==> src/rtl/cpu_check_monitor.sv <==
// cpu_check_monitor: decodes the risc_v_cpu self-test signature on check.
// Define CHECK_MON_HIST_EN to add the 128-bit hist output.
module cpu_check_monitor #(
    parameter logic [31:0] PASS_CODE      = 32'h0000_0001,
    parameter int          STABLE_CYCLES  = 4,
    parameter int          TIMEOUT_CYCLES = 100000,
    parameter int          CHG_W          = 16
) (
    input  logic             CLK,
    input  logic             RES,
    input  logic [31:0]      check,
    output logic             done,
    output logic             pass,
    output logic             fail,
    output logic             timeout,
    output logic [30:0]      fail_test,
    output logic [31:0]      cycle_count,
    output logic [CHG_W-1:0] change_count
`ifdef CHECK_MON_HIST_EN
    ,
    output logic [127:0]     hist
`endif
);

    localparam int            SW       = $clog2(STABLE_CYCLES + 1);
    localparam logic [SW-1:0] STAB_MAX = SW'(STABLE_CYCLES);
    localparam logic [31:0]   TMO_AT   = 32'(TIMEOUT_CYCLES - 1);

    typedef enum logic [2:0] {
        st_idle,
        st_run,
        st_pass,
        st_fail,
        st_tmo
    } state_t;

    state_t        state;
    state_t        state_nx;
    logic [31:0]   chk_q;
    logic [31:0]   chk_prev;
    logic [SW-1:0] stab;
    logic [SW-1:0] stab_nx;
    logic          changed;
    logic          verdict;
    logic          active;

    // state register
    always_ff @(posedge CLK or negedge RES) begin
        if (!RES) state <= st_idle;
        else      state <= state_nx;
    end

    // stability tracking, next state and status decode
    always_comb begin
        changed  = (chk_q != chk_prev);
        active   = (state != st_idle);
        stab_nx  = stab;
        state_nx = state;
        if (changed)
            stab_nx = SW'(1);
        else if (stab != STAB_MAX)
            stab_nx = stab + 1'b1;
        verdict = chk_q[0] && (stab_nx == STAB_MAX);
        unique case (state)
            st_idle: state_nx = st_run;
            st_run: begin
                if (verdict) begin
                    if (chk_q == PASS_CODE) state_nx = st_pass;
                    else                    state_nx = st_fail;
                end else if (cycle_count == TMO_AT) begin
                    state_nx = st_tmo;
                end
            end
            default: state_nx = state;
        endcase
        pass    = (state == st_pass);
        fail    = (state == st_fail);
        timeout = (state == st_tmo);
        done    = pass | fail | timeout;
    end

    // single input register; all decode works on chk_q
    always_ff @(posedge CLK or negedge RES) begin
        if (!RES) chk_q <= '0;
        else      chk_q <= check;
    end

    // change detect, stability count and change counter (live after verdict)
    always_ff @(posedge CLK or negedge RES) begin
        if (!RES) begin
            chk_prev     <= '0;
            stab         <= '0;
            change_count <= '0;
        end else if (active) begin
            stab <= stab_nx;
            if (changed) begin
                chk_prev <= chk_q;
                if (change_count != {CHG_W{1'b1}})
                    change_count <= change_count + 1'b1;
            end
        end
    end

    // cycle_count indexes RUN cycles and freezes on leaving RUN
    always_ff @(posedge CLK or negedge RES) begin
        if (!RES) begin
            cycle_count <= '0;
        end else if (state == st_run && state_nx == st_run) begin
            if (cycle_count != 32'hFFFF_FFFF)
                cycle_count <= cycle_count + 32'd1;
        end
    end

    // capture failing test number at the fail verdict
    always_ff @(posedge CLK or negedge RES) begin
        if (!RES)
            fail_test <= '0;
        else if (state == st_run && state_nx == st_fail)
            fail_test <= chk_q[31:1];
    end

`ifdef CHECK_MON_HIST_EN
    // last four distinct check values, newest in the low word
    always_ff @(posedge CLK or negedge RES) begin
        if (!RES)
            hist <= '0;
        else if (active && changed)
            hist <= {hist[95:0], chk_q};
    end
`endif

endmodule

==> config.mk <==
export PLATFORM = sky130hd
export DESIGN_NAME = cpu_check_monitor
export DESIGN_NICKNAME = d
export VERILOG_FILES = /design/src/rtl/cpu_check_monitor.sv
export SDC_FILE = /design/constraint.sdc
export NUM_CORES = 1
export LEC_CHECK = 0
export ABC_AREA = 1
export BUFFER_PORTS_ARGS = -buffer_cell sky130_fd_sc_hd__buf_4
export CORE_MARGIN = 3
export CORE_UTILIZATION = 40
export CTS_BUF_LIST = sky130_fd_sc_hd__clkbuf_8
export DETAILED_ROUTE_END_ITERATION = 12
export GPL_ROUTABILITY_DRIVEN = 0
export SYNTH_ARGS = -nofsm -noshare
export SYNTH_HDL_FRONTEND = slang
export SYNTH_SLANG_ARGS = --single-unit
==> constraint.sdc <==
create_clock -name CLK -period 6.49 [get_ports CLK]
set_clock_uncertainty 0.2 [all_clocks]
set_input_delay 0.3245 -clock CLK [delete_from_list [all_inputs] [get_ports CLK]]
set_output_delay 0.3245 -clock CLK [all_outputs]
set_load 0.1 [all_outputs]
Yosys cells after proc, flatten, opt, wreduce, memory -nomap -nowiden
Cells that the tools add are included.
- word-level logic and storage cells: 39
- output and inout port bits: 83
- register bits: 149
- input bits: 34
- reduce and logical (&&, ||, !) cells: 8
- bitwise logic cells: 2
- mux-type cells: 6
- equal/unequal tests: 13
- add/sub/neg operators: 3
- operator list (cell ; count):
    $add 32x1->32 const B ; 1
    $eq 32x1->1 const B ; 1
    $eq 32x17->1 const B ; 1
    $ne 32x32->1 ; 1
    $ne 32x32->1 const B ; 1
    $add 16x1->16 const B ; 1
    $ne 16x16->1 const B ; 1
    $mux 3 ; 4
    $eq 3x2->1 const B ; 3
    $eq 3x1->1 const B ; 2
    $eq 3x3->1 const B ; 2
    $pmux 3 s2 ; 1
    $reduce_and 2->1 ; 2
    $add 3x1->3 const B ; 1
    $logic_and 1x1->1 ; 3
    $logic_not 3->1 ; 1
    $ne 3x3->1 const B ; 1
    $reduce_and 3->1 ; 1
    $reduce_bool 3->1 ; 1
    $or 1x1->1 ; 2
    $mux 1 ; 1

Logic depth before layout (Yosys ltp)
Gate-level depths: netlist (run 1).
- word-level depth: 10
- depth in mapped cells: 16
- depth with buffers taken out: 15

Least setup slack after synthesis (run 1)
Ideal clock, no wire load.
- path type: reg2out
- start: register state[1]
- end: output port done
- slack: 3.295 ns
- buffers on the path: 0
- required time: 5.965 ns
- arrival: 2.670 ns
- cell stages (with the launch flop): 4
- cell sequence: dfrtp_1 > inv_1 > nand2_1 > o21ai_0
- word-level cells in the longest chain between the ends: 3
- elaborated cells between the ends (all ways): 5
- those cells by class: eq/ne: 3; bitwise: 2
- RTL lines (what ; RTL line ; text):
    from (decl) ; 37 ; state_t state;
    from (signal assigned) ; 49 ; if (!RES) state <= st_idle;
    from (signal assigned) ; 50 ; else state <= state_nx;
    $eq 3x2->1, on equally long branches ; 76, 77 ;
    $or 1x1->1 ; 79 ; done = pass | fail | timeout;
    $or 1x1->1 * ; 79 ;
    to (decl) ; 12 ; output logic done,
Every way passes the cells marked *; elsewhere a longest branch is shown, timed or not.

Final worst setup path (run 1)
- start: register stab[0]
- end: register fail_test[28]
- word-level cells in the longest chain between the ends: 9
- elaborated cells between the ends (all ways): 10
- those cells by class: add/sub: 1; eq/ne: 3; mux: 4; reduce/logical: 2
- RTL lines (what ; RTL line ; text):
    from (decl) ; 41 ; logic [SW-1:0] stab;
    from (signal assigned) ; 95 ; stab <= stab_nx;
    $add 3x1->3 or $ne 3x3->1 (tied branches) ; 62, 61 ;
    $mux 3 * ; 61 ; else if (stab != STAB_MAX)
    $mux 3 * ; 59 ; if (changed)
    $eq 3x3->1 * ; 63 ; verdict = chk_q[0] && (stab_nx == STAB_MAX);
    $logic_and 1x1->1 * ; 63 ;
    $mux 3 * ; 67 ; if (verdict) begin
    $pmux 3 s2 * ; 64 ; unique case (state)
    $eq 3x2->1 * ; 118 ; else if (state == st_run && state_nx == st_fail)
    $logic_and 1x1->1 * ; 118 ;
    to (signal assigned) ; 119 ; fail_test <= chk_q[31:1];
    to (decl) ; 16 ; output logic [30:0] fail_test,
Marks and branches as above.
A chain may end at the register's enable or synchronous reset.

==> results of run 1 <==
Yosys cell counts, drive strengths merged:
cell type and n:
a21boi 1, a21oi 1, buf 15, clkbuf 11, dfrtp 149, ha 4, inv 102, nand2 340
nand3 17, nand3b 1, nand4 50, nor2 68, nor3 22, nor3b 5, nor4 18, o211ai 1
o21ai 61, xnor2 20, xor2 43
worst max path at each step:
stage,start,depth (start not counted),end
after floorplan,state[1],3,done
after global placement,stab[0],12,fail_test[6]
after detailed placement,stab[0],12,fail_test[14]
after CTS,stab[0],12,fail_test[28]
after global routing,stab[0],12,fail_test[27]
final,stab[0],12,fail_test[28]
power breakdown:
group	switching (uW)	internal [uW]	leakage (uW)
Sequential	25.4	948	0.00190
Clock	350	364	0.000201
Combinational	55.4	49.5	0.00258
worst register-to-register path, cell delays in order (launching register included):
cell,delay [ns]
dfrtp_1,0.41
inv_1,0.08
ha_1,0.15
nand2_1,0.07
xor2_1,0.16
nor3_1,0.27
inv_1,0.07
nor2_1,0.20
nand4_1,0.11
inv_1,0.77
nand3_2,0.83
nand2_1,0.26
nand2_1,0.07
cell families (layout without fill, tap and decap cells):
family	Yosys count	count (layout)	synth area share
compound gates	64	64	0.0437
xor+xnor	63	63	0.0741
fa+ha+maj	4	4	0.00672
simple gates	521	521	0.303
flops	149	149	0.500
buf+inv	128	286	0.0720
per-stage QoR:
stage | setup slack [ns] | total power (uW) | util | instances | area, um^2
2_1_floorplan | 3.30 | 1030 | - | 929 | 7450
3_3_place_gp | 2.90 | 1080 | 0.468 | 1252 | 8500
3_5_place_dp | 2.73 | 1080 | 0.468 | 1252 | 8500
4_1_cts | 2.72 | 1820 | 0.508 | 1316 | 9210
5_1_grt | 2.17 | 1880 | 0.508 | 1316 | 9210
6_report | 2.74 | 1790 | 0.508 | 1316 | 9210
state kept, by name, indices dropped and copies added, names as in the netlist:
name,count
chk_prev,32
chk_q,32
cycle_count,32
fail_test,31
change_count,16
stab,3
state,3
layout make-up:
type                    count  area (um^2)
repair buffers            153         1230
well taps                 229          287
flip-flops and latches    149         3730
multi-input cells         652         3190
clock inverters            11          109
clock buffers              20          275
fillers                  1780         8940
inverters                 102          383
routing by layer:
layer,part of all wire,up-vias,wire [um]
met5,0,-,0
met4,0.0092,0,176
met3,0.051,14,984
met2,0.48,142,9310
met1,0.46,2970,8760
li1,-,3236,-
layout by cell type, fill, tap and decap left out, types with 2 or more instances in the layout:
cell | Yosys | layout
inv_2 | 2 | 2
nor4_1 | 18 | 18
clkbuf_8 | 0 | 20
dfrtp_1 | 149 | 149
dlygate4sd3_1 | 0 | 33
inv_1 | 100 | 101
nand3_2 | 2 | 2
nor2_2 | 3 | 2
xnor2_1 | 20 | 20
buf_4 | 4 | 119
o21ai_1 | 20 | 19
nor2_4 | 2 | 3
nand3_1 | 15 | 15
nand4_1 | 49 | 49
nand2_1 | 339 | 339
clkinv_2 | 0 | 6
ha_1 | 4 | 4
clkinvlp_4 | 0 | 2
nor3_1 | 21 | 21
nor2_1 | 63 | 63
o21ai_0 | 41 | 41
xor2_1 | 43 | 43
nor3b_1 | 5 | 5
bufinv_16 | 0 | 2
==> results.sh, run 1 <==
export IMPL_fin_nets=1113
export IMPL_post_cts_buffers=0
export IMPL_finalSetupViolCount=0
export IMPL_gr_usage_met2=0.331
export IMPL_clock_sinks=149
export IMPL_netlist_instances=929
export IMPL_end_kind="register"
export IMPL_grt_antenna_before_repair=0
export IMPL_ys_types=30
export IMPL_yosysWarnings=0
export IMPL_grt_first_pass_wirelength_mm=31.9
export IMPL_vias=6362
export IMPL_peakVddDrop_mv=0.114
export IMPL_drc_errors=0
export IMPL_ctsLongestPathBuffers=2
export IMPL_worstPathMaxFanout=32
export IMPL_layout_drive_gt1_share=0.150
export IMPL_firstDrtPassIters=4
export IMPL_busiest_layer="met2"
export IMPL_p_per_area_mw_per_mm2=195
export IMPL_wl_per_cell_um=14.6
export IMPL_die_height_um=142
export IMPL_timing_hold_ws_ns=0.241
export IMPL_ant_nets=0
export IMPL_cts_buffers=17
export IMPL_grt_max_degree=77
export IMPL_dr_first_iter_drc_count=316
export IMPL_slowest_stage="nand3_2"
export IMPL_grt_overflow=0
export IMPL_rr_worst_depth=12
export IMPL_clock_latency_ns=0.46
export IMPL_yosysSeqAreaShare=0.500
export IMPL_coreArea_mm2=0.0181
export IMPL_use_met1=0.260
export IMPL_htree_levels=4
export IMPL_path_class="reg2reg"
export IMPL_r2r_start="stab[0]"
export IMPL_cp_top_family="simple AND/OR/NAND/NOR gates"
export IMPL_grt_setup_unrepaired="no"
export IMPL_hold_path_class="in2async"
export IMPL_cp_cell_sequence="inv_1 > ha_1 > nand2_1 > xor2_1 > nor3_1 > inv_1 > nor2_1 > nand4_1 > inv_1 > nand3_2 > nand2_1 > nand2_1"
export IMPL_place_hpwl_mm=13.4
export IMPL_max_slew_worst_pin_slew_ns=1.13
export IMPL_setup_tns_ns=0
export IMPL_die_w_um=142
export IMPL_cts_root_buf="clkbuf_8"
export IMPL_maxSlewHeadroom=0.247
export IMPL_diodes=0
export IMPL_status="complete, no violations"
export IMPL_yosys_top_cells_area="dfrtp_1, nand2_1, xor2_1"
export IMPL_r2r_slack_ns=2.74
export IMPL_hold_buffers=33
export IMPL_synth_area_mm2=0.00745
export IMPL_syn_nets=967
export IMPL_period_minus_slack_ns=3.75
export IMPL_p_leak_uw=0.00469
export IMPL_grt_total_usage=0.198
export IMPL_clk_pin_slew_ns=0.08
export IMPL_synth_seq_cells=149
export IMPL_synth_avg_cell_area_um2=8.02
export IMPL_portBuffers=116
export IMPL_clock_fmax_mhz=267
export IMPL_die_area_mm2=0.0203
export IMPL_timing_hold_violations_final=0
export IMPL_row_count=49
export IMPL_worstPathArrival_ns=3.89
export IMPL_synth_top_cell_area_share=0.500
export IMPL_vias_per_cell=4.83
export IMPL_max_cap_violations=0
export IMPL_first_global_vias=6202
export IMPL_fin_crit_sh=0.578
export IMPL_ios=117
export IMPL_startpoint_type="register"
export IMPL_drv_slew=0
export IMPL_slowest_delay_ns=0.82
export IMPL_yosysTopAreaCell="dfrtp_1"
export IMPL_cts_tree="done"
export IMPL_post_cts_resized=0
export IMPL_area_delta_synth_final_pct=23.6
export IMPL_groute_layer_met3_usage=0.0430
export IMPL_cp_required_ns=6.63
export IMPL_r2r_end="fail_test[28]"
export IMPL_worst_path_buf_inv=3
export IMPL_routed_wl_mm=19.2
export IMPL_initial_utilization=0.411
(Power assumes the default switching activity.)
==> run 2: changes to the inputs <==
==> constraint.sdc (replaced) <==
create_clock -name CLK -period 3.7 [get_ports CLK]
set_clock_uncertainty 0.2 [all_clocks]
set_input_delay 0.185 -clock CLK [delete_from_list [all_inputs] [get_ports CLK]]
set_output_delay 0.185 -clock CLK [all_outputs]
set_load 0.1 [all_outputs]
==> run 2 against run 1 <==
Net effect:
- sequential power up 75%
- worst setup slack got worse by 1.9 ns
- clock power up 76%
- register-to-register slack got worse by 1.9 ns
- via count rose by 0.69%
- global-route usage decreased by 0.11 points
- sequential share of layout area decreased by 0.23 points
- non-clock buffer count is 3 higher
- maximum frequency rose by 29%
- flip-flop and latch count stayed put
- core utilization up 0.29 points
- critical path depth is the same
- critical path type unchanged
- largest cell class unchanged
==> results.sh, run 2 (synthesis gave the netlist of run 1 again) <==
export IMPL_wl_per_cell_um=14.9
export IMPL_coreArea_mm2=0.0181
export IMPL_slowest_delay_ns=0.58
export IMPL_placed_area_mm2=0.00853
export IMPL_htree_levels=4
export IMPL_crit_top_cell="nand2_1"
export IMPL_timing_hold_ws_ns=0.179
export IMPL_grt_antenna_before_repair=0
export IMPL_layout_drive_gt1_share=0.154
export IMPL_drc_errors=0
export IMPL_slowest_stage="nand3_2"
export IMPL_setup_tns_ns=0
export IMPL_clock_fmax_mhz=344
export IMPL_layout_common_cells="nand2_1, dfrtp_1, buf_4, inv_1, nor2_1"
export IMPL_period_minus_slack_ns=2.91
export IMPL_cp_cell_sequence="xnor2_1 > nand2_1 > nor2_1 > nand2_1 > nor2_1 > nand3_1 > nor2_1 > o21ai_1 > nand2_1 > nand3_2 > nand2_1 > nand2_1"
export IMPL_die_w_um=142
export IMPL_multiInputGateArea_mm2=0.00320
export IMPL_fin_nets=1117
export IMPL_hold_path_class="in2reg"
export IMPL_r2r_start="chk_q[24]"
export IMPL_cts_root_buf="clkbuf_8"
export IMPL_drv_slew=0
export IMPL_clk_pin_slew_ns=0.09
export IMPL_portBuffers=116
export IMPL_worstPathArrival_ns=3.04
export IMPL_final_area_mm2=0.00926
export IMPL_cts_buffers=17
export IMPL_ios=117
export IMPL_clock_sinks=149
export IMPL_die_area_mm2=0.0203
export IMPL_vias_per_cell=4.85
export IMPL_grt_overflow=0
export IMPL_largestRegisters="chk_prev x32, chk_q x32, cycle_count x32"
export IMPL_p_leak_uw=0.00470
export IMPL_first_global_vias=6266
export IMPL_finalSetupViolCount=0
export IMPL_area_delta_synth_final_pct=24.3
export IMPL_peakVddDrop_mv=0.208
export IMPL_p_per_area_mw_per_mm2=340
export IMPL_fin_total_pwr_uw=3150
export IMPL_post_cts_resized=0
export IMPL_hp_start="check[16]"
export IMPL_grt_setup_unrepaired="no"
export IMPL_clock_latency_ns=0.45
export IMPL_firstDrtPassIters=4
export IMPL_ant_nets=0
export IMPL_fin_crit_sh=0.785
export IMPL_seq_area_mm2=0.00373
export IMPL_cp_required_ns=3.84
export IMPL_diodes=0
export IMPL_startpoint_type="register"
export IMPL_initial_utilization=0.411
export IMPL_dr_first_iter_drc_count=364
export IMPL_path_class="reg2reg"
export IMPL_die_height_um=142
export IMPL_grt_max_degree=110
export IMPL_grt_first_pass_wirelength_mm=31.7
export IMPL_crit_start="chk_q[24]"
export IMPL_final_common_cell="nand2_1"
export IMPL_cts_tree="done"
export IMPL_grt_total_usage=0.197
export IMPL_place_hpwl_mm=13.8
export IMPL_ctsLongestPathBuffers=2
export IMPL_routed_wl_mm=19.7
export IMPL_max_slew_worst_pin_slew_ns=1.18
export IMPL_max_cap_violations=0
export IMPL_end_kind="register"
export IMPL_nFillCells=1773
export IMPL_worstPathMaxFanout=31
export IMPL_r2r_slack_ns=0.79
export IMPL_vias=6406
export IMPL_status="complete, no violations"
export IMPL_row_count=49
export IMPL_maxSlewHeadroom=0.210
export IMPL_timing_hold_violations_final=0
export IMPL_post_cts_buffers=0
-- run 2: final timing paths --
check | cells past startpoint | to
setup / recovery | 12 | fail_test[7]
hold / removal | 2 | chk_q[16]
setup reg to reg | 12 | fail_test[7]
hold reg to reg | 2 | fail_test[30]
max in group asynchronous | 3 | chk_q[15]
min in group asynchronous | 2 | fail_test[18]
-- run 2: worst max-delay path, delay by kind of cell (launching register included) --
family	cells	cell delay [ns]
AND/OR/NAND/NOR	10	1.71
flip-flops	1	0.44
XOR/XNOR	1	0.30
AO/OA/AOI/OAI	1	0.13
-- run 2: final cells by class --
cell class                 count  share of cell area
clock buffer                  19              0.0282
sequential                   149               0.402
inverter                     102              0.0413
multi-input combinational    653               0.345
tap                          229              0.0309
timing repair buffer         156               0.137
clock inverter                13              0.0145
-- run 2: repair_timing --
| item | 4_1_cts | 5_1_grt |
|---|---|---|
| setup endpoints to repair | 0 | 1 |
| hold endpoints to repair | 138 | 0 |
| hold buffers | 33 | 0 |
-- run 2: routing by layer --
layer	vias up	part of all wire	GRT usage	wire [um]
met2	135	0.48	0.327	9540
met4	0	0.016	0.0560	308
met1	2993	0.46	0.260	9090
li1	3258	-	-	-
met3	20	0.041	0.0427	805
met5	-	0	0	0
-- run 2: through the flow --
step	setup slack [ns]	util	instances
floorplan	0.645	-	929
global placement	0.432	0.470	1255
detailed placement	0.389	0.470	1255
CTS	0.368	0.510	1320
global route	0.397	0.510	1321
finish	0.795	0.510	1321
-- run 2: where the power goes --
| part | switching [uW] | total, uW | internal [uW] | leakage, uW |
|---|---|---|---|---|
| registers | 41.9 | 1700 | 1660 | 0.00190 |
| clock network | 630 | 1260 | 629 | 0.000191 |
| logic | 101 | 189 | 88.4 | 0.00261 |
